File: src/rtl/rca_add_sequencer.sv
// rca_add_sequencer: multi-cycle add/subtract reusing one SLICE-bit ripple-carry slice per cycle
module rca_add_sequencer #(
    parameter int WIDTH = 32,
    parameter int SLICE = 8
) (
    input  logic             clock,
    input  logic             clear,
    input  logic             start,
    input  logic             op_sub,
    input  logic [WIDTH-1:0] x,
    input  logic [WIDTH-1:0] y,
    output logic             busy,
    output logic             done,
    output logic [WIDTH-1:0] result,
    output logic             carry_out,
    output logic             overflow
);
    localparam int N  = WIDTH / SLICE;
    localparam int IW = N > 1 ? $clog2(N) : 1;
    typedef enum logic [1:0] {IDLE, EXEC, DONE} state_t;
    state_t state_q, state_d;
    logic [WIDTH-1:0] a_q, a_d, b_q, b_d, result_q, result_d;
    logic carry_q, carry_d, co_q, co_d, ov_q, ov_d;
    logic [IW-1:0] idx_q, idx_d;
    logic [SLICE-1:0] a_s, b_s;
    logic [SLICE:0] sum;
    logic last;
    always_comb begin
        a_s      = a_q[idx_q*SLICE +: SLICE];
        b_s      = b_q[idx_q*SLICE +: SLICE];
        sum      = {1'b0, a_s} + {1'b0, b_s} + {{SLICE{1'b0}}, carry_q};
        last     = idx_q == IW'(N - 1);
        state_d  = state_q;
        a_d      = a_q;
        b_d      = b_q;
        result_d = result_q;
        carry_d  = carry_q;
        co_d     = co_q;
        ov_d     = ov_q;
        idx_d    = idx_q;
        if (state_q == IDLE && start) begin
            a_d     = x;
            b_d     = op_sub ? ~y : y;
            carry_d = op_sub;
            idx_d   = '0;
            state_d = EXEC;
        end else if (state_q == EXEC) begin
            result_d[idx_q*SLICE +: SLICE] = sum[SLICE-1:0];
            carry_d = sum[SLICE];
            idx_d   = idx_q + 1'b1;
            if (last) begin
                co_d    = sum[SLICE];
                // carry into the MSB is recovered from the MSB sum bit and its operands
                ov_d    = sum[SLICE] ^ sum[SLICE-1] ^ a_s[SLICE-1] ^ b_s[SLICE-1];
                state_d = DONE;
            end
        end else if (state_q == DONE) begin
            state_d = IDLE;
        end
    end
    always_ff @(posedge clock) begin
        if (clear) begin
            state_q  <= IDLE;
            a_q      <= '0;
            b_q      <= '0;
            result_q <= '0;
            carry_q  <= 1'b0;
            co_q     <= 1'b0;
            ov_q     <= 1'b0;
            idx_q    <= '0;
        end else begin
            state_q  <= state_d;
            a_q      <= a_d;
            b_q      <= b_d;
            result_q <= result_d;
            carry_q  <= carry_d;
            co_q     <= co_d;
            ov_q     <= ov_d;
            idx_q    <= idx_d;
        end
    end
    assign busy      = state_q != IDLE;
    assign done      = state_q == DONE;
    assign result    = result_q;
    assign carry_out = co_q;
    assign overflow  = ov_q;
endmodule
File: config.mk
export PLATFORM = sky130hd
export DESIGN_NAME = rca_add_sequencer
export DESIGN_NICKNAME = d
export VERILOG_FILES = /design/src/rtl/rca_add_sequencer.sv
export SDC_FILE = /design/constraint.sdc
export NUM_CORES = 1
export LEC_CHECK = 0
export ABC_AREA = 1
export CAP_MARGIN = 10
export CORE_AREA = 3 3 139 87
export CTS_CLUSTER_DIAMETER = 150
export DETAILED_ROUTE_END_ITERATION = 10
export DIE_AREA = 0 0 142 90
export GPL_ROUTABILITY_DRIVEN = 0
export PLACE_DENSITY = 0.74
export SLEW_MARGIN = 20
export SYNTH_ARGS = -nofsm -noshare
export SYNTH_HDL_FRONTEND = slang
export SYNTH_SLANG_ARGS = --single-unit
File: constraint.sdc
create_clock -name clock -period 5.1 [get_ports clock]
set_clock_uncertainty 0.2 [all_clocks]
set_input_delay 0.765 -clock clock [delete_from_list [all_inputs] [get_ports clock]]
set_output_delay 0.765 -clock clock [all_outputs]
set_load 0.005 [all_outputs]
* Word level (Yosys, flattened, before mapping)
Cells that the tools add are included.
Storage, ports and cells: flip-flop bits (word level) 103, input bits 68, word-level logic and storage cells 46
Operators by class: add/subtract/negate cells 4, equal/unequal tests 5, shift-type cells 4, muxes and demuxes 8, bitwise operators 5, reduce and logical (&&, ||, !) cells 11
Operators with widths (count):
- 32-bit by 6-bit variable part select with 8-bit output | 2
- 5-bit negator with 34-bit output | 1
- 8-bit by 34-bit variable shift with 32-bit output, first input constant | 1
- 8-bit by 34-bit variable part select with 32-bit output | 1
- 32-bit bitwise mux | 1
- 32-bit two-way mux | 1
- 32-bit inverter | 1
- 8-bit by 8-bit adder with 9-bit output | 1
- 9-bit by 1-bit adder with 9-bit output | 1
- 2-bit two-way mux | 3
- 2-bit AND reduction | 3
- 2-bit nonzero test | 3
- 2-bit equality test, second input constant | 2
- 1-bit two-way mux | 3
- 3-bit != test, second input constant | 1
- 3-bit AND reduction | 1
- 3-bit nonzero test | 1
- 1-bit bitwise XOR | 3
- 2-bit by 1-bit adder with 2-bit output, second input constant | 1
- 2-bit by 1-bit equality test with 1-bit output, second input constant | 1
- 2-bit zero test | 1
- 2-bit != test, second input constant | 1
- 2-bit OR reduction | 1
- 1-bit logical AND | 1
- 1-bit inverter | 1

* Longest topological paths before layout
depth in word-level cells 6, depth in mapped cells 18, depth with buffers taken out 17

* Worst setup path after synthesis
No wires, ideal clock.
path type reg2reg, from register idx_q[0], to register result_q[12] (netlist: result[12]), setup time 70 ps, data arrival time 2609 ps, data required time 4830 ps, path slack 2221 ps, cell stages (with the launch flop) 15, buffers on the path 2, path through dfxtp_1 inv_2 buf_6 clkbuf_1 nor2_1 o22ai_1 fa_1 fa_1 nand3_1 nand3_1 xor2_1 nand2_1 nor2_1 nand2_1 a21oi_1
Between the ends: word-level cells in the longest chain between the ends 5, elaborated cells between the ends (all ways) 8
RTL lines:
- start, declared | RTL line 24 | logic [IW-1:0] idx_q, idx_d;
- start signal, assigned | RTL line 79 | idx_q <= idx_d;
- 32-bit by 6-bit variable part select with 8-bit output (on tied branches) | RTL line 29, 30
- 8-bit by 8-bit adder with 9-bit output | RTL line 31 | sum = {1'b0, a_s} + {1'b0, b_s} + {{SLICE{1'b0}}, carry_q};
- 9-bit by 1-bit adder with 9-bit output | RTL line 31
- 8-bit by 34-bit variable part select with 32-bit output | RTL line 48 | result_d[idx_q*SLICE +: SLICE] = sum[SLICE-1:0];
- 32-bit bitwise mux (*) | RTL line 48
- end signal, assigned | RTL line 75 | result_q <= result_d;
- end, declared | RTL line 22 | logic [WIDTH-1:0] a_q, a_d, b_q, b_d, result_q, result_d;
Every way passes the cells marked *; elsewhere a longest branch is shown, timed or not. A chain may end at the register's enable or synchronous reset.

* Worst setup path in the final report
from register idx_q[1], to register result_q[12] (netlist: result[12])
Same word-level chain as after synthesis.

==> impl_metrics.csv <==
group,metric,value,unit
clocking,cts.sinks,103,
synthesis,synth.avg_cell_area,7.407,um2
worst_setup_path,crit_path_end_kind,"flop",
synthesis,synth_area_leader_cell,"dfxtp_1",
clocking,numCtsBuffers,9,
timing,slew_viol_final,0,
worst_setup_path,crit_fanout,23,
worst_setup_path,cp-start-kind,"flop",
synthesis,synthFlopType,"dfxtp_1",
worst_setup_path,critPathKind,"reg -> reg",
power_and_ir_drop,peakVddDrop,0.1666,mV
clocking,path_clk_slew,0.07,ns
worst_setup_path,critPathMaxStageDelay,0.81,ns
hold_path,hp-class,"reg -> reg",
synthesis,ys_ff_latch,103,
placed_design,hpwlAfterDp,9.710,mm
status,outcome,"completed",
global_route,grt.total_usage,20.68,%
flow_run,cap_violations,0,
floorplanning,die-area,12780,um2
final_layout,utilization,58.04,%
floorplanning,core,10700,um2
synthesis,synth_top_area_share,42.18,%
worst_setup_path,path_buf_inv,1,
synthesis,synthArstFlopShare,0,%
floorplanning,start_util,45.67,%
floorplanning,die_w,142,um
drt,num_vias,4624,
synthesis,synth_edf_count,0,
floorplanning,die_y,90,um
timing,slew_headroom,40.67,%
drt,viasPerCell,5.243,
worst_setup_path,r2r_setup_slack,1.10,ns
timing,setup_violations,0,
clocking,post-cts-setup-buffers,0,
drt,totalWireLength,13.17,mm
timing,fmax,0.2501,GHz
clocking,clockRootBuffer,"clkbuf_16",
timing,rsz0062_at_grt,"no",
final_layout,diodes,0,
power_and_ir_drop,power_density,302.7,nW/um2
drt,dr.pass1.iters,5,
worst_setup_path,cpLargestDelayFamily,"adder cells",
global_route,grt_pass1_vias,4310,
synthesis,synth_commonest_cells,"nor2_1 (122), nand2_1 (111), dfxtp_1 (103), o21ai_0 (80), nand3_1 (41)",
placed_design,port_buffers,103,
clocking,cts_tree,"yes",
synthesis,synth_area_leaders,"dfxtp_1 (42%), nor2_1 (9.4%), nand2_1 (8.5%)",
synthesis,yosysMostFrequentCell,"nor2_1",
worst_setup_path,crit_chain,"clkinv_1, o21ai_0, o22ai_1, fa_1, fa_1, nand3_1, nand3_1, xor2_1, nand2_1, nor2_1, nand2_1, a21oi_1",
synthesis,netlist_area,4888,um2
synthesis,syn_inst,660,
global_route,overflow,0,
synthesis,synth_warnings,0,
global_route,antenna_found_initial,0,
synthesis,ys_types,30,
synthesis,ys_seq_area_share,42.18,%
global_route,grt_max_degree,54,
final_layout,syn2layout_area_growth,27.08,%
drt,ant_nets,0,
power_and_ir_drop,leakagePower,2.399,nW
worst_setup_path,cp_data_arrival_time,4.06,ns
floorplanning,rows,29,
synthesis,synth_nets,743,
clocking,ctsHtreeMaxLevel,3,
timing,period_share,78.40,%
floorplanning,num_io_pins,104,
drt,drt_iter0_drc,435,
worst_setup_path,critPathSlowestCell,"dfxtp_1",
timing,min_period,3.998,ns
clocking,clk_path_buf_depth,2,
timing,tightest_slew,0.8899,ns
clocking,ctsResizeCount,0,
global_route,grt_pass1_wl,21.71,mm
drt,drc,0,
clocking,postCtsHoldBufs,0,
timing,finalHoldViolCount,0,
timing,setup_tns,0,ns
final_layout,nNetsFinal,823,
clocking,clkLatencyLatePin,0.34,ns
worst_setup_path,crit_required,5.16,ns
final_layout,drive_above_1_share,4.307,%
drt,wl_per_cell,14.93,um
-- path summary, 6_finish.rpt --
path                                  from          to  cells past startpoint
worst max-delay path              idx_q[1]  result[12]                     12
worst min-delay path            result[29]  result[29]                      2
worst max register to register    idx_q[1]  result[12]                     12
worst min register to register  result[29]  result[29]                      2
-- per-stage QoR --
| stage | total power (W) | area [um2] | hold slack (ns) | cells | setup WS (ns) |
|---|---|---|---|---|---|
| after global placement | 0.001257 | 5948 | 0.2574 | 868 | 1.389 |
| after detailed placement | 0.001268 | 5948 | 0.2558 | 868 | 1.203 |
| final | 0.001880 | 6212 | 0.2652 | 882 | 1.102 |
| after global routing | 0.001969 | 6212 | 0.2791 | 882 | 0.7559 |
| after CTS | 0.001882 | 6212 | 0.2651 | 882 | 1.145 |
| after floorplan | 0.001129 | 4888 | 0.2478 | 660 | 2.221 |
-- report_power, final --
| part | total, W | switching, W | internal (W) |
|---|---|---|---|
| Combinational | 0.000372 | 0.000215 | 0.000156 |
| Clock | 0.000624 | 0.000285 | 0.000339 |
| Sequential | 0.000885 | 0.0000308 | 0.000854 |
-- registers in the layout, indices dropped and copies added, names as in the netlist --
name,count
a_q,32
idx_q,2
state_q,2
result,32
b_q,32
carry_out,1
overflow,1
carry_q,1
-- worst register-to-register path, stage by stage, from the launching register on --
cell and delay (ns):
dfxtp_1 0.81, clkinv_1 0.74, o21ai_0 0.25, o22ai_1 0.12, fa_1 0.45, fa_1 0.43, nand3_1 0.10, nand3_1 0.13
xor2_1 0.26, nand2_1 0.08, nor2_1 0.13, nand2_1 0.07, a21oi_1 0.15
-- final cells by class --
class	instances	area, um2
clock buffers	11	242.7
clock inverters	3	21.27
fillers	952	4492
inverters	31	116.4
multi-input cells	488	2540
flip-flops and latches	103	2062
well taps	139	173.9
repair buffers	107	1056
-- metal layers --
metal	global-route usage, %	vias up	part of all wire [%]
met5	0	-	0
met2	29.83	181	42
met1	31.01	2093	50
met3	5.037	12	7.8
li1	-	2338	-
met4	4.553	0	0.88
-- cell usage in the layout, fill, tap and decap left out --
| cell | n |
|---|---|
| o22ai_1 | 14 |
| nor2_1 | 122 |
| nand2_2 | 5 |
| clkbuf_16 | 9 |
| clkbuf_1 | 1 |
| nand3_1 | 41 |
| o21a_1 | 1 |
| buf_2 | 1 |
| inv_2 | 3 |
| a21oi_1 | 33 |
| dfxtp_1 | 103 |
| fa_1 | 2 |
| clkinv_1 | 3 |
| xor2_1 | 3 |
| nor2_4 | 1 |
| o211ai_1 | 1 |
| nor4_4 | 1 |
| clkbuf_8 | 1 |
| nor2_2 | 2 |
| nand4_1 | 4 |
| a22oi_1 | 4 |
| clkinvlp_4 | 1 |
| nor2_8 | 1 |
| ha_1 | 13 |
| inv_1 | 25 |
| nand2_4 | 1 |
| o21ai_0 | 80 |
| clkinv_4 | 1 |
| nand2_1 | 111 |
| xnor2_1 | 32 |
| clkdlybuf4s50_1 | 102 |
| a211oi_1 | 16 |
| buf_4 | 4 |
| clkinv_2 | 1 |
-- cells by family after synthesis --
group | synth area share, %
AO/OA/AOI/OAI | 16.74
XOR/XNOR | 6.271
adder cells (fa/ha/maj) | 4.147
buffers and inverters | 5.861
flip-flops | 42.18
AND/OR/NAND/NOR | 24.80
No activity file was read; power rests on OpenSTA's default activity.
